--- config.mk ---
export PLATFORM = sky130hd
export DESIGN_NAME = uart_echo_engine
export DESIGN_NICKNAME = d
export VERILOG_FILES = /design/src/rtl/uart_echo_engine.sv
export SDC_FILE = /design/constraint.sdc
export NUM_CORES = 1
export LEC_CHECK = 0
export CORE_MARGIN = 10
export CORE_UTILIZATION = 35
export CTS_BUF_LIST = sky130_fd_sc_hd__clkbuf_4 sky130_fd_sc_hd__clkbuf_8 sky130_fd_sc_hd__clkbuf_16
export DETAILED_ROUTE_END_ITERATION = 8
export GPL_ROUTABILITY_DRIVEN = 0
export HOLD_SLACK_MARGIN = 0.05
export PLACE_DENSITY = 0.54
export SLEW_MARGIN = 0
export SYNTH_ARGS = -nofsm -noshare
export SYNTH_HDL_FRONTEND = slang
export SYNTH_SLANG_ARGS = --single-unit
--- constraint.sdc ---
create_clock -name clock -period 3.6 [get_ports clock]
set_input_delay 0.9 -clock clock [delete_from_list [all_inputs] [get_ports clock]]
set_output_delay 0.9 -clock clock [all_outputs]
set_load 0.1 [all_outputs]
--- src/rtl/uart_echo_engine.sv ---
// Buffered echo stage: per-byte case transform at enqueue, DEPTH-entry FIFO, guarded tx pulses.
// Optional macro ECHO_SEQ_TAG_EN: tag is a wrapping sequence number instead of the constant 1.
module uart_echo_engine #(
  parameter int unsigned BYTES = 2,
  parameter int unsigned DEPTH = 4,
  parameter int unsigned TAG_W = 4,
  parameter int unsigned GUARD = 2
) (
  input  logic                     clock,
  input  logic                     reset,
  input  logic                     rx_valid,
  input  logic [8*BYTES-1:0]       rx_data,
  input  logic [1:0]               mode,
  input  logic                     tx_ready,
  output logic                     tx_valid,
  output logic [8*BYTES+TAG_W-1:0] tx_data,
  output logic [$clog2(DEPTH):0]   fifo_count,
  output logic                     overflow,
  output logic [7:0]               drop_count
);

  localparam int unsigned AW = $clog2(DEPTH);
  localparam int unsigned PW = AW + 1;
  localparam int unsigned DW = 8 * BYTES;
  localparam int unsigned TW = DW + TAG_W;

  typedef enum logic [1:0] {StIdle, StSend, StGuard} state_e;

  state_e            state_q, state_d;
  logic [2:0]        guard_q, guard_d;
  logic [PW-1:0]     wptr_q, rptr_q;
  logic [DW-1:0]     mem_q [DEPTH];
  logic [DW-1:0]     rx_xf;
  logic [TAG_W-1:0]  tag;
  logic              tx_valid_q;
  logic [TW-1:0]     tx_data_q;
  logic              overflow_q;
  logic [7:0]        drop_count_q;
  logic              full, empty, push, pop, drop;

  function automatic logic [7:0] xform_byte(input logic [7:0] b, input logic [1:0] m);
    logic is_upper;
    logic is_lower;
    is_upper = (b >= 8'h41) && (b <= 8'h5A);
    is_lower = (b >= 8'h61) && (b <= 8'h7A);
    xform_byte = b;
    case (m)
      2'd1: begin
        if (is_upper) xform_byte = b + 8'h20;
        else if (is_lower) xform_byte = b - 8'h20;
      end
      2'd2: if (is_lower) xform_byte = b - 8'h20;
      2'd3: if (is_upper) xform_byte = b + 8'h20;
      default: xform_byte = b;
    endcase
  endfunction

  always_comb begin
    rx_xf = '0;
    for (int i = 0; i < int'(BYTES); i++) begin
      rx_xf[8*i +: 8] = xform_byte(rx_data[8*i +: 8], mode);
    end
  end

  // Extra pointer MSB separates full (MSBs differ) from empty (pointers equal).
  assign full  = (wptr_q[AW-1:0] == rptr_q[AW-1:0]) && (wptr_q[AW] != rptr_q[AW]);
  assign empty = (wptr_q == rptr_q);
  assign push  = rx_valid && !full;
  assign drop  = rx_valid && full;

  always_comb begin
    state_d = state_q;
    guard_d = guard_q;
    pop     = 1'b0;
    case (state_q)
      StIdle: begin
        if (!empty && tx_ready) begin
          pop     = 1'b1;
          state_d = StSend;
        end
      end
      StSend: begin
        guard_d = 3'(GUARD);
        state_d = StGuard;
      end
      StGuard: begin
        guard_d = guard_q - 3'd1;
        if (guard_q <= 3'd1) state_d = StIdle;
      end
      default: state_d = StIdle;
    endcase
  end

`ifdef ECHO_SEQ_TAG_EN
  logic [TAG_W-1:0] seq_q;

  always_ff @(posedge clock or posedge reset) begin
    if (reset) begin
      seq_q <= '0;
    end else if (pop) begin
      seq_q <= seq_q + 1'b1;
    end
  end

  assign tag = seq_q;
`else
  assign tag = TAG_W'(1);
`endif

  always_ff @(posedge clock or posedge reset) begin
    if (reset) begin
      state_q      <= StIdle;
      guard_q      <= '0;
      wptr_q       <= '0;
      rptr_q       <= '0;
      tx_valid_q   <= 1'b0;
      tx_data_q    <= '0;
      overflow_q   <= 1'b0;
      drop_count_q <= '0;
      for (int i = 0; i < int'(DEPTH); i++) mem_q[i] <= '0;
    end else begin
      state_q    <= state_d;
      guard_q    <= guard_d;
      tx_valid_q <= pop;
      if (push) begin
        mem_q[wptr_q[AW-1:0]] <= rx_xf;
        wptr_q                <= wptr_q + 1'b1;
      end
      if (pop) begin
        tx_data_q <= {mem_q[rptr_q[AW-1:0]], tag};
        rptr_q    <= rptr_q + 1'b1;
      end
      if (drop) begin
        overflow_q <= 1'b1;
        if (drop_count_q != 8'hFF) drop_count_q <= drop_count_q + 8'd1;
      end
    end
  end

  assign tx_valid   = tx_valid_q;
  assign tx_data    = tx_data_q;
  assign fifo_count = wptr_q - rptr_q;
  assign overflow   = overflow_q;
  assign drop_count = drop_count_q;

endmodule

==> metrics.md, run 1 <==
| Metric | Value |
|---|---|
| Highest net fanout along the worst path | 4 |
| FFs w/ async S/R, synth | 100% |
| Sequential share of the synthesized area | 51.5% |
| Storage cell area | approximately 2600 sq um |
| Average size of a mapped cell | 12.7 sq um |
| Die footprint | between 15000 and 20000 sq um |
| Area growth from synthesis to layout | 19.7% |
| #FFs+latches synth | about 100 |
| Die Wd | 139 um |
| F_max | around 350 MHz |
| Part of the cycle the worst path needs | approximately 80% |
| TNS Setup | 0 ns |
| Root buffer cell | sky130_fd_sc_hd__clkbuf_16 |
| Largest net degree at the start of global routing | just over 50 |
| Critical path launch point type | register |
| Number of fill cells in the layout | 1302 |
| Antenna cells | 0 |
| Critical path endpoint category | primary output |
| CTS max path bufs | 2 |
| Wire length reported by the detailed router | roughly 11000 um |
| Count of port buffers added during placement | 51 |
| Global-route track usage on met2 | a little under a fifth |
| Inserted Clock Buffers | 9 |
| Number of endpoints with negative hold slack in the final report | 0 |
| Count of routing violations after the opening detailed-route iteration | ~150 |
| Most congested layer reported by global routing | met2 |
| Clock tree from TritonCTS | built |
| Number of hold-repair buffers added at the cts stage | 0 |
| Number of top-level pins | 55 |
| Clock latency on the worst-skew pair | between 0.3 and 0.4 ns |
| DR vias/cell | roughly 5 |
| Simple logic cell fraction of the synthesized area | 6.41% |
| Worst min path class | reg -> reg |
| Die outline height | between 100 and 150 um |
| Buffer count from post-CTS setup fixing | 0 |
| Outcome | completed |
| Vias after detailed routing | 3176 |
| Total number of H-tree levels | 3 |
| Post-DP HPWL | 7430 um |
| All-layer global routing usage | 11.5% |
| Met3 Track Usage GR | roughly 2.6% |
| Multiplexer fraction of the synthesized cell area | a little over a fifth |
| Routed wire length per instance | roughly 17 um |
| CTS sink count | 102 |
| Global-route wire length before repair | approximately 18000 um |
| Clock edge transition at the registers on the reported setup and hold paths | approximately 0.07 ns |
| GR met1 Demand/Resource | between 10 and 15% |
| Count of maximum capacitance violations | 0 |
| Post-layout nets | 484 |
| Critical path data arrival time | just under 2 ns |
| Worst-case headroom to the max-slew limit | a little under three fifths |
| Xor and xnor area share after synthesis | 2.65% |
| Post-synthesis adder-cell area fraction | between 4 and 5% |
| Yosys cell types | 54 |
| Number of antenna violations at the first check in global routing | 0 |
| Starting density of the core | a little over a third |
| Actual transition at the worst max-transition pin | 0.642 ns |
| Fraction of final layout cells sized beyond drive strength 1 | about a third |
| Unrepaired setup endpoints after global routing | no |
| Setup slack at placement | between 0.6 and 0.7 ns |
| Final slew viol count | 0 |
| Worst-case clock skew | ~0.0037 ns |
| Grt total ovfl | 0 |
| Resized cells post-CTS | 0 |
| Total area of multi-input combinational cells | between 2000 and 2500 sq um |
| Number of global-route vias before repair | approximately 3400 |
| Core ar. | about 14000 sq um |
| Ys flop type | sky130_fd_sc_hd__dfrtp_1 |
| ANT nets after route | 0 |
| Worst hold slack | about 0.48 ns |
| Floorplan row count | between 40 and 50 |
| Remaining routing DRC violations | 0 |
| Required time worst endpoint | ~2.7 ns |
| Setup violators final | 0 |
| Dominant combinational cell family by area after synthesis | multiplexers |
| PnR worst setup slack | 0.733 ns |
| Min cycle time layout | 2.87 ns |
| Kind of critical path | reg -> out |
| Netlist area before placement | just under 5000 sq um |
| Count of synthesis-stage warnings from yosys | 0 |
| Number of standard cells after synthesis | between 300 and 400 |
| 1st-pass router iterations | 4 |
| Synth Area in Compound Gates | under 10% |
| Number of synthesized flops with an enable pin | 0 |
## per-layer routing
| metal | wire length (um) | up-vias |
|---|---|---|
| met5 | 0 | - |
| met1 | 5130 | 1606 |
| met3 | 309 | 12 |
| li1 | - | 1518 |
| met2 | 5240 | 40 |
| met4 | 181 | 0 |
## Yosys cell counts (all sizes together), types with 2 or more instances
cell type  number  area, sq um
a21oi          15         75.1
a22oi           2         20.0
a31oi           2         18.8
and3            2         12.5
buf            17         90.1
clkbuf          4         15.0
dfrtp         102         2550
ha             17          213
inv            20         75.1
mux2           58          653
mux2i           4         40.0
mux4           16          360
nand2          33          124
nand2b          4         25.0
nand3           4         20.0
nand4           4         25.0
nor2            9         33.8
nor4            2         12.5
o2111ai         2         17.5
o21a            3         22.5
o21ai          23          141
o21bai          2         18.8
o31ai           5         37.5
o32a            2         21.3
o41ai           5         43.8
or4             3         26.3
xnor2          12          105
xor2            3         26.3
## metrics by stage
step,util (%),std cells,instance area [sq um]
final,42.8,629,5940
after global routing,42.8,629,5940
after CTS,42.8,629,5940
after detailed placement,40.6,613,5630
after global placement,40.6,613,5630
after floorplan,-,392,4970
## path summary, 6_finish.rpt
path                       slack, ns  depth (start not counted)            end      start
setup / recovery                0.73                          5  fifo_count[2]  wptr_q[0]
hold / removal                  0.48                          2      mem_q[54]  mem_q[54]
setup reg to reg                1.44                          7      mem_q[24]  wptr_q[0]
hold reg to reg                 0.48                          2      mem_q[54]  mem_q[54]
max in group asynchronous       1.84                          3      mem_q[33]      reset
min in group asynchronous       0.99                          2      mem_q[44]      reset
## critical path, stage by stage (launching register included)
cell                      delay (ns)
sky130_fd_sc_hd__dfrtp_1        0.38
sky130_fd_sc_hd__inv_1          0.11
sky130_fd_sc_hd__ha_1           0.22
sky130_fd_sc_hd__fa_1           0.38
sky130_fd_sc_hd__xnor2_1        0.31
sky130_fd_sc_hd__buf_12         0.22
## cells in the final DEF, fill, tap and decap left out, types with 5 or more instances in the layout
master                            netlist  routed
sky130_fd_sc_hd__o21ai_1                9       9
sky130_fd_sc_hd__o41ai_1                5       5
sky130_fd_sc_hd__a21oi_1               15      15
sky130_fd_sc_hd__o31ai_1                5       5
sky130_fd_sc_hd__nor2_1                 9       9
sky130_fd_sc_hd__ha_1                  17      17
sky130_fd_sc_hd__nand2_1               33      33
sky130_fd_sc_hd__clkbuf_16              0       9
sky130_fd_sc_hd__xnor2_1               12      12
sky130_fd_sc_hd__clkdlybuf4s50_1        0      21
sky130_fd_sc_hd__inv_1                 20      19
sky130_fd_sc_hd__buf_4                  3      39
sky130_fd_sc_hd__dfrtp_1              102     102
sky130_fd_sc_hd__mux4_2                16      16
sky130_fd_sc_hd__o21ai_0                9       9
sky130_fd_sc_hd__mux2_2                57      57
## final cells by class
class / instances / area share (%)
tap: 180 / 3.79
timing repair buffer: 62 / 9.14
sequential: 102 / 43.0
clock buffer: 12 / 4.38
multi-input combinational: 249 / 37.6
inverter: 20 / 1.31
clock inverter: 4 / 0.758
## sequential cells by signal (all words and copies together), names as in the netlist
signal / count
drop_count: 8
guard_q: 3
mem_q: 64
overflow: 1
rptr_q: 3
state_q: 2
tx_data: 17
tx_valid: 1
wptr_q: 3
## cell families after synthesis
logic type / after synthesis
multiplexers: 78
other: 1
flip-flops: 102
AO/OA/AOI/OAI: 69
XOR/XNOR: 15
adder cells (fa/ha/maj): 18
buffers and inverters: 41
AND/OR/NAND/NOR: 66
Power of run 1 is not shown: default switching activity piles up to over one toggle a cycle in this logic, so the estimate is an artifact.
==> inputs of run 2 (changes only) <==
Settings changed: PLACE_DENSITY 0.54 to 0.52.
Clock period 3.6 ns to 2.8 ns, I/O delays scaled along.
==> metrics.md, run 2 (synthesis gave the netlist of run 1 again) <==
| Metric | Value |
|---|---|
| Worst min path class | reg -> reg |
| GR met1 Demand/Resource | 15.0% |
| Non-filler cells in the finished layout | approximately 640 |
| Starting density of the core | between 30% and 40% |
| Inserted Clock Buffers | 9 |
| Commonest non-fill, non-tap cells in the layout | sky130_fd_sc_hd__dfrtp_1, sky130_fd_sc_hd__mux2_2, sky130_fd_sc_hd__buf_4 |
| Setup violators final | 0 |
| Worst-case headroom to the max-slew limit | between 60% and 70% |
| Outcome | completed |
| CTS max path bufs | 2 |
| Critical path launch point type | register |
| Unrepaired setup endpoints after global routing | no |
| Slowest stage delay, CP | ~0.41 ns |
| TNS Setup | 0 ns |
| Worst hold slack | 0.475 ns |
| Clock latency on the worst-skew pair | ~0.36 ns |
| Count of routing violations after the opening detailed-route iteration | about 120 |
| Die Wd | around 140 um |
| Final design instance area without fill | just over 6000 sq um |
| Total number of H-tree levels | 3 |
| Largest net degree at the start of global routing | 61 |
| Part of the cycle the worst path needs | approximately 95% |
| Count of port buffers added during placement | 51 |
| Cells on Worst Hold Path | 2 |
| R2R Setup Slk | about 0.55 ns |
| Routed wire length per instance | 17.3 um |
| Post-DP HPWL | roughly 7800 um |
| Kind of critical path | reg -> out |
| Clock edge transition at the registers on the reported setup and hold paths | about 0.070 ns |
| Crit path cell chain | inv_1, ha_1, fa_1, xnor2_2, buf_12 |
| Min cycle time layout | ~2.7 ns |
| Reg2reg path depth | 8 |
| Vias after detailed routing | 3272 |
| Top reg by flops | mem_q |
| Number of top-level pins | 55 |
| CTS sink count | ~100 |
| Final slew viol count | 0 |
| Area growth from synthesis to layout | 23.0% |
| Terminus of the critical flop-to-flop path | mem_q[0] |
| Endpoint, Worst Hold | mem_q[22] |
| Required time worst endpoint | ~2.1 ns |
| Critical path endpoint category | primary output |
| Global-route track usage on met2 | between 10% and 20% |
| Most common library cell in the layout ignoring fill and taps | sky130_fd_sc_hd__dfrtp_1 |
| Core ar. | roughly 14000 sq um |
| Global-route wire length before repair | about 19000 um |
| Fraction of final layout cells sized beyond drive strength 1 | roughly 34% |
| Flip-flop count of the largest register, all copies and words added | 64 |
| Count of maximum capacitance violations | 0 |
| Worst-case clock skew | 0.00909 ns |
| Met3 Track Usage GR | under 10% |
| Number of placed instances, taps included | between 600 and 700 |
| Actual transition at the worst max-transition pin | 0.563 ns |
| Post-layout nets | ~500 |
| Wire length reported by the detailed router | between 10000 and 15000 um |
| Origin of the worst min-delay path | mem_q[22] |
| DR vias/cell | 5.09 |
| F_max | ~380 MHz |
| Most congested layer reported by global routing | met2 |
| Floorplan row count | 43 |
| Clock tree from TritonCTS | built |
| Buffer count from post-CTS setup fixing | 0 |
| Root buffer cell | sky130_fd_sc_hd__clkbuf_16 |
| Highest net fanout along the worst path | 4 |
| Number of antenna violations at the first check in global routing | 0 |
| All-layer global routing usage | roughly an eighth |
| Resized cells post-CTS | 0 |
| Number of hold-repair buffers added at the cts stage | 0 |
| Critical path data arrival time | 1.95 ns |
| Die outline height | approximately 140 um |
| Antenna cells | 0 |
| Remaining routing DRC violations | 0 |
| 1st-pass router iterations | 4 |
| Cell with the largest stage delay on the worst path | sky130_fd_sc_hd__fa_1 |
| Die footprint | just under 20000 sq um |
| Cell area reported after detailed placement | just under 6000 sq um |
| Grt total ovfl | 0 |
| ANT nets after route | 0 |
| Number of endpoints with negative hold slack in the final report | 0 |
| Number of global-route vias before repair | 3588 |
| RR Startpoint | wptr_q[0] |
## run 2: final cells by class
class	count	area [sq um]
Clock inverter	5	58.8
Inverter	20	78.8
Fill cell	1282	7780
Multi-Input combinational cell	249	2240
Clock buffer	11	246
Tap cell	180	225
Timing Repair Buffer	76	698
Sequential cell	102	2550
## run 2: metal layers
metal	vias up	routed length, um
met2	56	5490
met5	-	0
met3	18	409
li1	1551	-
met4	0	219
met1	1647	4990
## run 2: how the worst max path moves through the flow
stage          startpoint            end  slack (ns)
2_1_floorplan   wptr_q[0]  fifo_count[2]        0.10
3_3_place_gp   rx_data[2]       mem_q[7]        0.13
3_5_place_dp   rx_data[2]      mem_q[55]        0.04
4_1_cts         wptr_q[0]  fifo_count[2]        0.13
5_1_grt         wptr_q[0]  fifo_count[2]        0.07
6_report        wptr_q[0]  fifo_count[2]        0.15
## run 2: metrics by stage
| step | util [%] | setup slack [ns] |
|---|---|---|
| after global placement | 41.8 | 0.130 |
| after detailed placement | 41.8 | 0.0409 |
| final | 44.0 | 0.150 |
| after global routing | 44.0 | 0.0734 |
| after floorplan | - | 0.102 |
| after CTS | 44.0 | 0.126 |
## run 2: worst max-delay path, delay by kind of cell (launching register included)
| kind | cells | cell delay [ns] |
|---|---|---|
| XOR/XNOR | 1 | 0.25 |
| buffers and inverters | 2 | 0.33 |
| adder cells (fa/ha/maj) | 2 | 0.64 |
| flip-flops | 1 | 0.38 |
Power of run 2 is left out for the same reason.
==> inputs of run 3 (changes only) <==
Settings changed: ABC_CLOCK_PERIOD_IN_PS set to 2800.
==> results of run 3 <==
Final layout, timing and power as in run 2 (identical DEF).
Power of run 3 is left out for the same reason.
